**src/rtl/mul_div_unit_if.sv**
```systemverilog
// Operand/strobe/result bundle between the EX-stage issue logic and the
// iterative multiply/divide unit.
interface mul_div_unit_if;
  logic        mul_i;
  logic        div_i;
  logic [31:0] src_a;
  logic [31:0] src_b;
  logic        stall_o;
  logic        done_o;
  logic [31:0] hi_o;
  logic [31:0] lo_o;

  modport master (
    output mul_i, div_i, src_a, src_b,
    input  stall_o, done_o, hi_o, lo_o
  );

  modport slave (
    input  mul_i, div_i, src_a, src_b,
    output stall_o, done_o, hi_o, lo_o
  );
endinterface

```
**src/rtl/mul_div_unit.sv**
```systemverilog
// Iterative signed mult/div (32 iterations on magnitudes) writing HI/LO,
// stalling the pipeline while an operation is in flight.
module mul_div_unit (
  input  logic          clk,
  input  logic          rst_n,
  mul_div_unit_if.slave bus
);

  typedef enum logic [1:0] {
    IDLE = 2'd0,
    RUN  = 2'd1,
    DONE = 2'd2
  } state_e;

  state_e      state_q, state_d;
  logic [4:0]  cnt_q, cnt_d;
  logic        op_div_q, op_div_d;
  logic        neg_q, neg_d;
  logic        rem_neg_q, rem_neg_d;
  logic [31:0] opnd_q, opnd_d;
  logic [63:0] work_q, work_d;
  logic [31:0] hi_q, hi_d;
  logic [31:0] lo_q, lo_d;

  logic        start;
  logic [31:0] abs_a;
  logic [31:0] abs_b;
  logic [32:0] add_sum;
  logic [32:0] sub_diff;
  logic [63:0] shl;
  logic [63:0] step;
  logic [63:0] prod_fix;
  logic [31:0] quo_fix;
  logic [31:0] rem_fix;

  always_ff @(posedge clk or negedge rst_n) begin
    if (!rst_n) begin
      state_q   <= IDLE;
      cnt_q     <= 5'd0;
      op_div_q  <= 1'b0;
      neg_q     <= 1'b0;
      rem_neg_q <= 1'b0;
      opnd_q    <= 32'd0;
      work_q    <= 64'd0;
      hi_q      <= 32'd0;
      lo_q      <= 32'd0;
    end else begin
      state_q   <= state_d;
      cnt_q     <= cnt_d;
      op_div_q  <= op_div_d;
      neg_q     <= neg_d;
      rem_neg_q <= rem_neg_d;
      opnd_q    <= opnd_d;
      work_q    <= work_d;
      hi_q      <= hi_d;
      lo_q      <= lo_d;
    end
  end

  always_comb begin
    state_d = state_q;
    case (state_q)
      IDLE:    if (bus.mul_i || bus.div_i) state_d = RUN;
      RUN:     if (cnt_q == 5'd31) state_d = DONE;
      DONE:    state_d = IDLE;
      default: state_d = IDLE;
    endcase
  end

  assign start = (state_q == IDLE) && (bus.mul_i || bus.div_i);
  assign abs_a = bus.src_a[31] ? (~bus.src_a + 32'd1) : bus.src_a;
  assign abs_b = bus.src_b[31] ? (~bus.src_b + 32'd1) : bus.src_b;

  // Multiply: add multiplicand into the upper half when the low bit is set, then shift right.
  assign add_sum = {1'b0, work_q[63:32]} + {1'b0, (work_q[0] ? opnd_q : 32'd0)};
  // Divide: shift left, trial-subtract divisor from the upper half, keep it if non-negative.
  assign shl      = {work_q[62:0], 1'b0};
  assign sub_diff = {1'b0, shl[63:32]} - {1'b0, opnd_q};

  always_comb begin
    step = {add_sum, work_q[31:1]};
    if (op_div_q) begin
      step = sub_diff[32] ? shl : {sub_diff[31:0], shl[31:1], 1'b1};
    end
  end

  assign prod_fix = neg_q ? (~step + 64'd1) : step;
  assign quo_fix  = neg_q ? (~step[31:0] + 32'd1) : step[31:0];
  assign rem_fix  = rem_neg_q ? (~step[63:32] + 32'd1) : step[63:32];

  always_comb begin
    cnt_d     = cnt_q;
    op_div_d  = op_div_q;
    neg_d     = neg_q;
    rem_neg_d = rem_neg_q;
    opnd_d    = opnd_q;
    work_d    = work_q;
    hi_d      = hi_q;
    lo_d      = lo_q;
    if (start) begin
      cnt_d     = 5'd0;
      op_div_d  = !bus.mul_i;
      rem_neg_d = bus.src_a[31];
      if (bus.mul_i) begin
        opnd_d = abs_a;
        work_d = {32'd0, abs_b};
        neg_d  = bus.src_a[31] ^ bus.src_b[31];
      end else begin
        opnd_d = abs_b;
        work_d = {32'd0, abs_a};
        // A zero divisor yields an all-ones quotient that must not be negated.
        neg_d  = (bus.src_a[31] ^ bus.src_b[31]) && (bus.src_b != 32'd0);
      end
    end else if (state_q == RUN) begin
      work_d = step;
      cnt_d  = cnt_q + 5'd1;
      if (cnt_q == 5'd31) begin
        if (op_div_q) begin
          hi_d = rem_fix;
          lo_d = quo_fix;
        end else begin
          hi_d = prod_fix[63:32];
          lo_d = prod_fix[31:0];
        end
      end
    end
  end

  always_comb begin
    bus.stall_o = 1'b0;
    bus.done_o  = 1'b0;
    case (state_q)
      IDLE:    bus.stall_o = bus.mul_i || bus.div_i;
      RUN:     bus.stall_o = 1'b1;
      DONE:    bus.done_o  = 1'b1;
      default: bus.stall_o = 1'b0;
    endcase
  end

  assign bus.hi_o = hi_q;
  assign bus.lo_o = lo_q;

endmodule
```
**src/flat_wrapper.sv**
```systemverilog
// flat-port wrapper written by rule: the top's interface ports become plain ports
module mul_div_unit_flat 
  (clk, rst_n, bus_mul_i, bus_div_i, bus_src_a, bus_src_b, bus_stall_o, bus_done_o, bus_hi_o, bus_lo_o);
  mul_div_unit_if bus_i ();
  input  logic clk;
  input  logic rst_n;
  input wire logic [$bits(bus_i.mul_i)-1:0] bus_mul_i;
  input wire logic [$bits(bus_i.div_i)-1:0] bus_div_i;
  input wire logic [$bits(bus_i.src_a)-1:0] bus_src_a;
  input wire logic [$bits(bus_i.src_b)-1:0] bus_src_b;
  output wire logic [$bits(bus_i.stall_o)-1:0] bus_stall_o;
  output wire logic [$bits(bus_i.done_o)-1:0] bus_done_o;
  output wire logic [$bits(bus_i.hi_o)-1:0] bus_hi_o;
  output wire logic [$bits(bus_i.lo_o)-1:0] bus_lo_o;
  assign bus_i.mul_i = bus_mul_i;
  assign bus_i.div_i = bus_div_i;
  assign bus_i.src_a = bus_src_a;
  assign bus_i.src_b = bus_src_b;
  assign bus_stall_o = bus_i.stall_o;
  assign bus_done_o = bus_i.done_o;
  assign bus_hi_o = bus_i.hi_o;
  assign bus_lo_o = bus_i.lo_o;
  mul_div_unit u_core (.clk(clk), .rst_n(rst_n), .bus(bus_i));
endmodule
```
**config.mk**
```make
export PLATFORM = sky130hd
export DESIGN_NAME = mul_div_unit_flat
export DESIGN_NICKNAME = d
export VERILOG_FILES = /design/src/rtl/mul_div_unit_if.sv /design/src/rtl/mul_div_unit.sv /design/src/flat_wrapper.sv
export SDC_FILE = /design/constraint.sdc
export NUM_CORES = 1
export LEC_CHECK = 0
export CAP_MARGIN = 5
export CORE_UTILIZATION = 53
export CTS_BUF_LIST = sky130_fd_sc_hd__clkbuf_4 sky130_fd_sc_hd__clkbuf_8 sky130_fd_sc_hd__clkbuf_16
export CTS_CLUSTER_DIAMETER = 200
export DETAILED_ROUTE_END_ITERATION = 12
export HOLD_SLACK_MARGIN = 0.06
export PLACE_DENSITY = 0.81
export RECOVER_POWER = 100
export SKIP_LAST_GASP = 1
export SLEW_MARGIN = 0
export SYNTH_ARGS = -nofsm -noshare
export SYNTH_HDL_FRONTEND = slang
export SYNTH_SLANG_ARGS = --single-unit
```
**constraint.sdc**
```tcl
create_clock -name clk -period 4.8 [get_ports clk]
set_clock_uncertainty 0.05 [all_clocks]
set_input_delay 0.48 -clock clk [delete_from_list [all_inputs] [get_ports clk]]
set_output_delay 0.48 -clock clk [all_outputs]
set_load 0.02 [all_outputs]
```
Word level (Yosys, flattened, before mapping) --
Index checks and enable logic that the tools add are counted.
Word-level totals: flip-flop bits (word level) 170, output and inout bits 66
Operators by class: add/sub/neg operators 8, equal/unequal tests 5, multiplexer cells 22, bitwise operators 7, reduce and logical (&&, ||, !) cells 9
Operator list (number):
- 64-bit 2-to-1 mux | 5
- 32-bit 2-to-1 mux | 9
- 32-bit by 1-bit adder with 32-bit output (second input constant) | 4
- 32-bit NOT | 4
- 64-bit by 1-bit adder with 64-bit output (second input constant) | 1
- 64-bit NOT | 1
- 32-bit by 32-bit adder with 33-bit output | 1
- 32-bit by 32-bit subtractor with 33-bit output | 1
- 32-bit nonzero test | 1
- 5-bit 2-to-1 mux | 2
- 5-bit by 1-bit adder with 5-bit output (second input constant) | 1
- 5-bit equality test (second input constant) | 1
- 2-bit 2-to-1 mux | 2
- 2-bit != test (second input constant) | 2
- 2-bit case mux with 2 select lines | 1
- 3-bit AND reduction | 1
- 2-bit by 1-bit equality test with 1-bit output (second input constant) | 1
- 2-bit equality test (second input constant) | 1
- 1-bit logical AND | 2
- 2-bit zero test | 1
- 1-bit 2-to-1 mux | 2
- 1-bit case mux with 2 select lines | 1
- 2-bit AND reduction | 1
- 2-bit nonzero test | 1
- 4 further kinds | 4

Depth between registers and ports, before layout --
depth in word-level cells 7, gate-level depth with buffers 22, gate-level depth less buffers 21

Worst setup path after synthesis --
Ideal clock, no wire load.
path type register -> register, start point register u_core.op_div_q, end point register u_core.hi_q[20] (netlist: u_core.bus.hi_o[20]), setup time 83 ps, arrival 4801 ps, data required time 4667 ps, slack -133 ps, stages on the path, launching flop included 21, period minus slack after synthesis 4933 ps, cells stage by stage dfrtp_1 > clkbuf_1 > clkbuf_1 > clkbuf_1 > buf_1 > clkbuf_1 > buf_1 > buf_1 > clkbuf_1 > o21bai_1 > ha_1 > o2111ai_1 > nand2b_1 > nand2b_1 > nand2b_1 > or2_2 > nand2_1 > a41oi_1 > o21ai_0 > xor2_1 > o21ai_0
Between the ends: cells in the longest elaborated chain, start to end 5, elaborated cells between the ends (all ways) 8
Ends and longest elaborated chain:
- from (decl) | line mul_div_unit.sv:17 | logic op_div_q, op_div_d;
- from (signal assigned) | line mul_div_unit.sv:50 | op_div_q <= op_div_d;
- 64-bit 2-to-1 mux | line mul_div_unit.sv:82 | if (op_div_q) begin
- 64-bit NOT or 32-bit NOT (tied branches) | line mul_div_unit.sv:87, mul_div_unit.sv:89
- 64-bit by 1-bit adder with 64-bit output or 32-bit by 1-bit adder with 32-bit output (tied branches) | line mul_div_unit.sv:87, mul_div_unit.sv:89
- 64-bit 2-to-1 mux or 32-bit 2-to-1 mux (tied branches) | line mul_div_unit.sv:87, mul_div_unit.sv:89
- 32-bit 2-to-1 mux * | line mul_div_unit.sv:118 | if (op_div_q) begin
- to (signal assigned) | line mul_div_unit.sv:55 | hi_q <= hi_d;
- to (decl) | line mul_div_unit.sv:22 | logic [31:0] hi_q, hi_d;
Mark *: on every way between the ends. The rest lies on a longest branch, timed or not. A chain may end at the register's enable or synchronous reset.

Final worst setup path --
start point register u_core.opnd_q[0], end point register u_core.hi_q[19] (netlist: u_core.bus.hi_o[19])
Between the ends: cells in the longest elaborated chain, start to end 7, elaborated cells between the ends (all ways) 12
Ends and longest elaborated chain:
- from (decl) | line mul_div_unit.sv:20 | logic [31:0] opnd_q, opnd_d;
- from (signal assigned) | line mul_div_unit.sv:53 | opnd_q <= opnd_d;
- 32-bit by 32-bit subtractor with 33-bit output or 32-bit 2-to-1 mux (tied branches) | line mul_div_unit.sv:78, mul_div_unit.sv:75
- 64-bit 2-to-1 mux or 32-bit by 32-bit adder with 33-bit output (tied branches) | line mul_div_unit.sv:83, mul_div_unit.sv:75
- 64-bit 2-to-1 mux * | line mul_div_unit.sv:82
- 64-bit NOT or 32-bit NOT (tied branches) | line mul_div_unit.sv:87, mul_div_unit.sv:89
- 64-bit by 1-bit adder with 64-bit output or 32-bit by 1-bit adder with 32-bit output (tied branches) | line mul_div_unit.sv:87, mul_div_unit.sv:89
- 64-bit 2-to-1 mux or 32-bit 2-to-1 mux (tied branches) | line mul_div_unit.sv:87, mul_div_unit.sv:89
- 32-bit 2-to-1 mux * | line mul_div_unit.sv:118
Marks and branches as above.

==> impl_metrics.ini <==
[timing]
finalHoldViolations = 0
rsz0062_at_grt = true
fin_ws_ps = 133
fin_crit_ps = 4670
fin_crit_sh_pct = 97.2
worst_slew_pin_slew_ps = 2890
fmax_ghz = 0.214
relSlewSlack_pct = -92.9
setup_viol = 0
final_max_slew_viol_count = 273

[clock_tree]
clock_tree.root_cell = clkbuf_16
htree_num_levels = 4
ctsHoldBuffers = 0
clk_latency_ps = 460
clk_pin_slew_ps = 80
cts_tree = done
cts.sinks = 170
cts_buffer_depth = 2
numCtsBuffers = 17

[finish]
syn2layout_area_growth_pct = 21.8
regArea_um2 = 4260
nets = 2354
fin_util_pct = 66.3
final_cell_area_um2 = 18600
fill_cells = 2503
n_antenna_cell = 0
final_layout_size_suffix_gt1_share_pct = 11.4
final_cells = 2605
multi_input_area_um2 = 10400

[placed_design]
dpl_cell_area_um2 = 17900
place_hpwl_um = 46100
gp_congestion = 1.04
placed_cells = 2567
place_ws_ps = -39.6
port_buffers = 133

[setup_path]
reg2reg_depth = 18
cp_max_fo = 7
crit_path_end_kind = register
reg2reg_slack_ps = 130
critPathKind = reg2reg
crit_required_ps = 5120
startpoint_type = register
worst_r2r_startpoint = u_core.opnd_q[0]
critPathArrivalTime_ps = 4990
timing.rr.end = u_core.bus.hi_o[19]

[routing]
drt_iter0_drc = 2042
routed_wl_um = 59100
vias_per_cell = 6.35
antenna_left = 0
route.detailed.drc = 0
wl_per_cell_um = 22.7
firstDrtPassIters = 6
vias = 16500

[floorplanning]
ios = 134
die_y_um = 172
row_count = 61
fp.dieW_um = 172
initial_core_util_pct = 54.4
dieArea_um2 = 29500
coreArea_um2 = 28100

[synthesis]
postSynthAreaPerCell_um2 = 7.60
synthCells = 2012
ys_ff_latch = 170
ys_seq_area_share_pct = 27.8
async_reset_ff_share_pct = 100
synth_top_area_share_pct = 27.8
yosys-top-cells-area = dfrtp_1, o21ai_0, nand2_1
yosysTopAreaCell = dfrtp_1
ys.flop_type = dfrtp_1
ys_types = 92
yosysWarnings = 0
synth_edf_count = 0
yosysMostFrequentCell = nand2_1
netlist_top_cells_count = nand2_1, o21ai_0, dfrtp_1
syn-num-nets = 2152
syn_area_um2 = 15300

[global_route]
antenna_found_initial = 0
grt_first_pass_wirelength_um = 89200
grt-ovfl-total = 0
grt_pass1_vias = 15400
grt_max_degree = 103
grt_usage_pct = 40.5

[status]
violations = max-capacitance violations, max-slew violations
status = finished with violations

[worst_hold_path]
hold_depth = 2
hold_path_end = u_core.bus.hi_o[3]
hp-start = u_core.bus.hi_o[3]
hold_class = reg2reg

[job]
maxCapViolations = 5
layout by cell type (no fill, tap or decap), types with 14 or more instances in the layout:
master           count
nand4_1             24
mux2i_1             34
dfrtp_1            169
xor2_1              61
clkdlybuf4s50_1     65
clkbuf_16           17
buf_4              160
nand3_1             43
inv_1               74
and2_1              44
nand2b_1            21
a21o_1              16
a21oi_1            129
xnor2_1             89
dlygate4sd3_1       66
o31ai_1             25
o22ai_1             14
nand2_1            294
or4_1               14
nor2_1             149
nor3_1              38
o211ai_1            33
o21ai_0            236
a211oi_1            34
ha_1                67
or3_1               18
critical path, cell delays in order, from the launching register on:
cell and delay [ps]:
dfrtp_1 380, buf_4 140, ha_1 200, fa_1 430, nand2b_2 250, a21oi_4 200, nor2_4 80, o211ai_4 280
buf_4 210, a211oi_1 100, a311oi_2 330, o21ai_2 150, or4_4 600, or3b_1 430, nand2b_1 180, buf_4 150
a21oi_1 160, nor3_1 80, nor3_1 180
flip-flops by register name, summed over array words and instances, names as in the netlist:
name	count
u_core.opnd_q	32
u_core.cnt_q	5
u_core.bus.lo_o	32
u_core.state_q	2
u_core.work_q	64
u_core.op_div_q	1
u_core.rem_neg_q	1
u_core.bus.hi_o	32
u_core.neg_q	1
layer usage:
metal	up-vias	share of wire (%)	wire, um	track usage [%]
li1	7707	-	-	-
met1	7825	42	24500	54.6
met2	873	45	26500	63.7
met3	142	8.7	5170	5.52
met4	0	4.9	2910	19.8
met5	-	0	0	0
cell families (layout without fill, tap and decap cells):
| family | Yosys count | count (layout) | share of synthesized area, % |
|---|---|---|---|
| AO/OA/AOI/OAI | 670 | 670 | 28.1 |
| multiplexers | 38 | 38 | 2.52 |
| adder cells (fa/ha/maj) | 72 | 72 | 5.99 |
| XOR/XNOR | 150 | 150 | 8.60 |
| buffers and inverters | 192 | 407 | 4.88 |
| AND/OR/NAND/NOR | 720 | 720 | 22.1 |
| flip-flops | 170 | 170 | 27.8 |
worst max path at each step:
stage	from	to	slack, ps	cells past startpoint
floorplan	u_core.op_div_q	u_core.bus.hi_o[20]	9	20
global placement	u_core.opnd_q[12]	u_core.bus.hi_o[25]	50	15
detailed placement	u_core.opnd_q[0]	u_core.bus.hi_o[25]	-40	16
CTS	u_core.opnd_q[0]	u_core.bus.hi_o[25]	40	19
global route	u_core.opnd_q[0]	u_core.bus.hi_o[19]	-50	18
finish	u_core.opnd_q[0]	u_core.bus.hi_o[19]	130	18
final cells by class:
cell class | count | area share [%]
flip-flops and latches | 170 | 22.9
clock inverters | 15 | 1.03
inverters | 76 | 1.53
well taps | 378 | 2.54
repair buffers | 299 | 13.8
multi-input cells | 1650 | 55.9
clock buffers | 17 | 2.28
metrics by stage:
stage	TNS, ps	hold WS, ps
after floorplan	0	134
after global placement	0	414
after detailed placement	-39.6	420
after CTS	0	91.0
after global routing	-156	448
final	0	425
timing repair:
item                       in CTS  in global routing
buffers inserted                0                  6
gates cloned                    0                  0
setup endpoints to repair       1                 20
pin swaps                       0                  7
resized for setup               1                 26
Power is not shown: default switching activity piles up to over one toggle a cycle in this logic, so the estimate is an artifact.
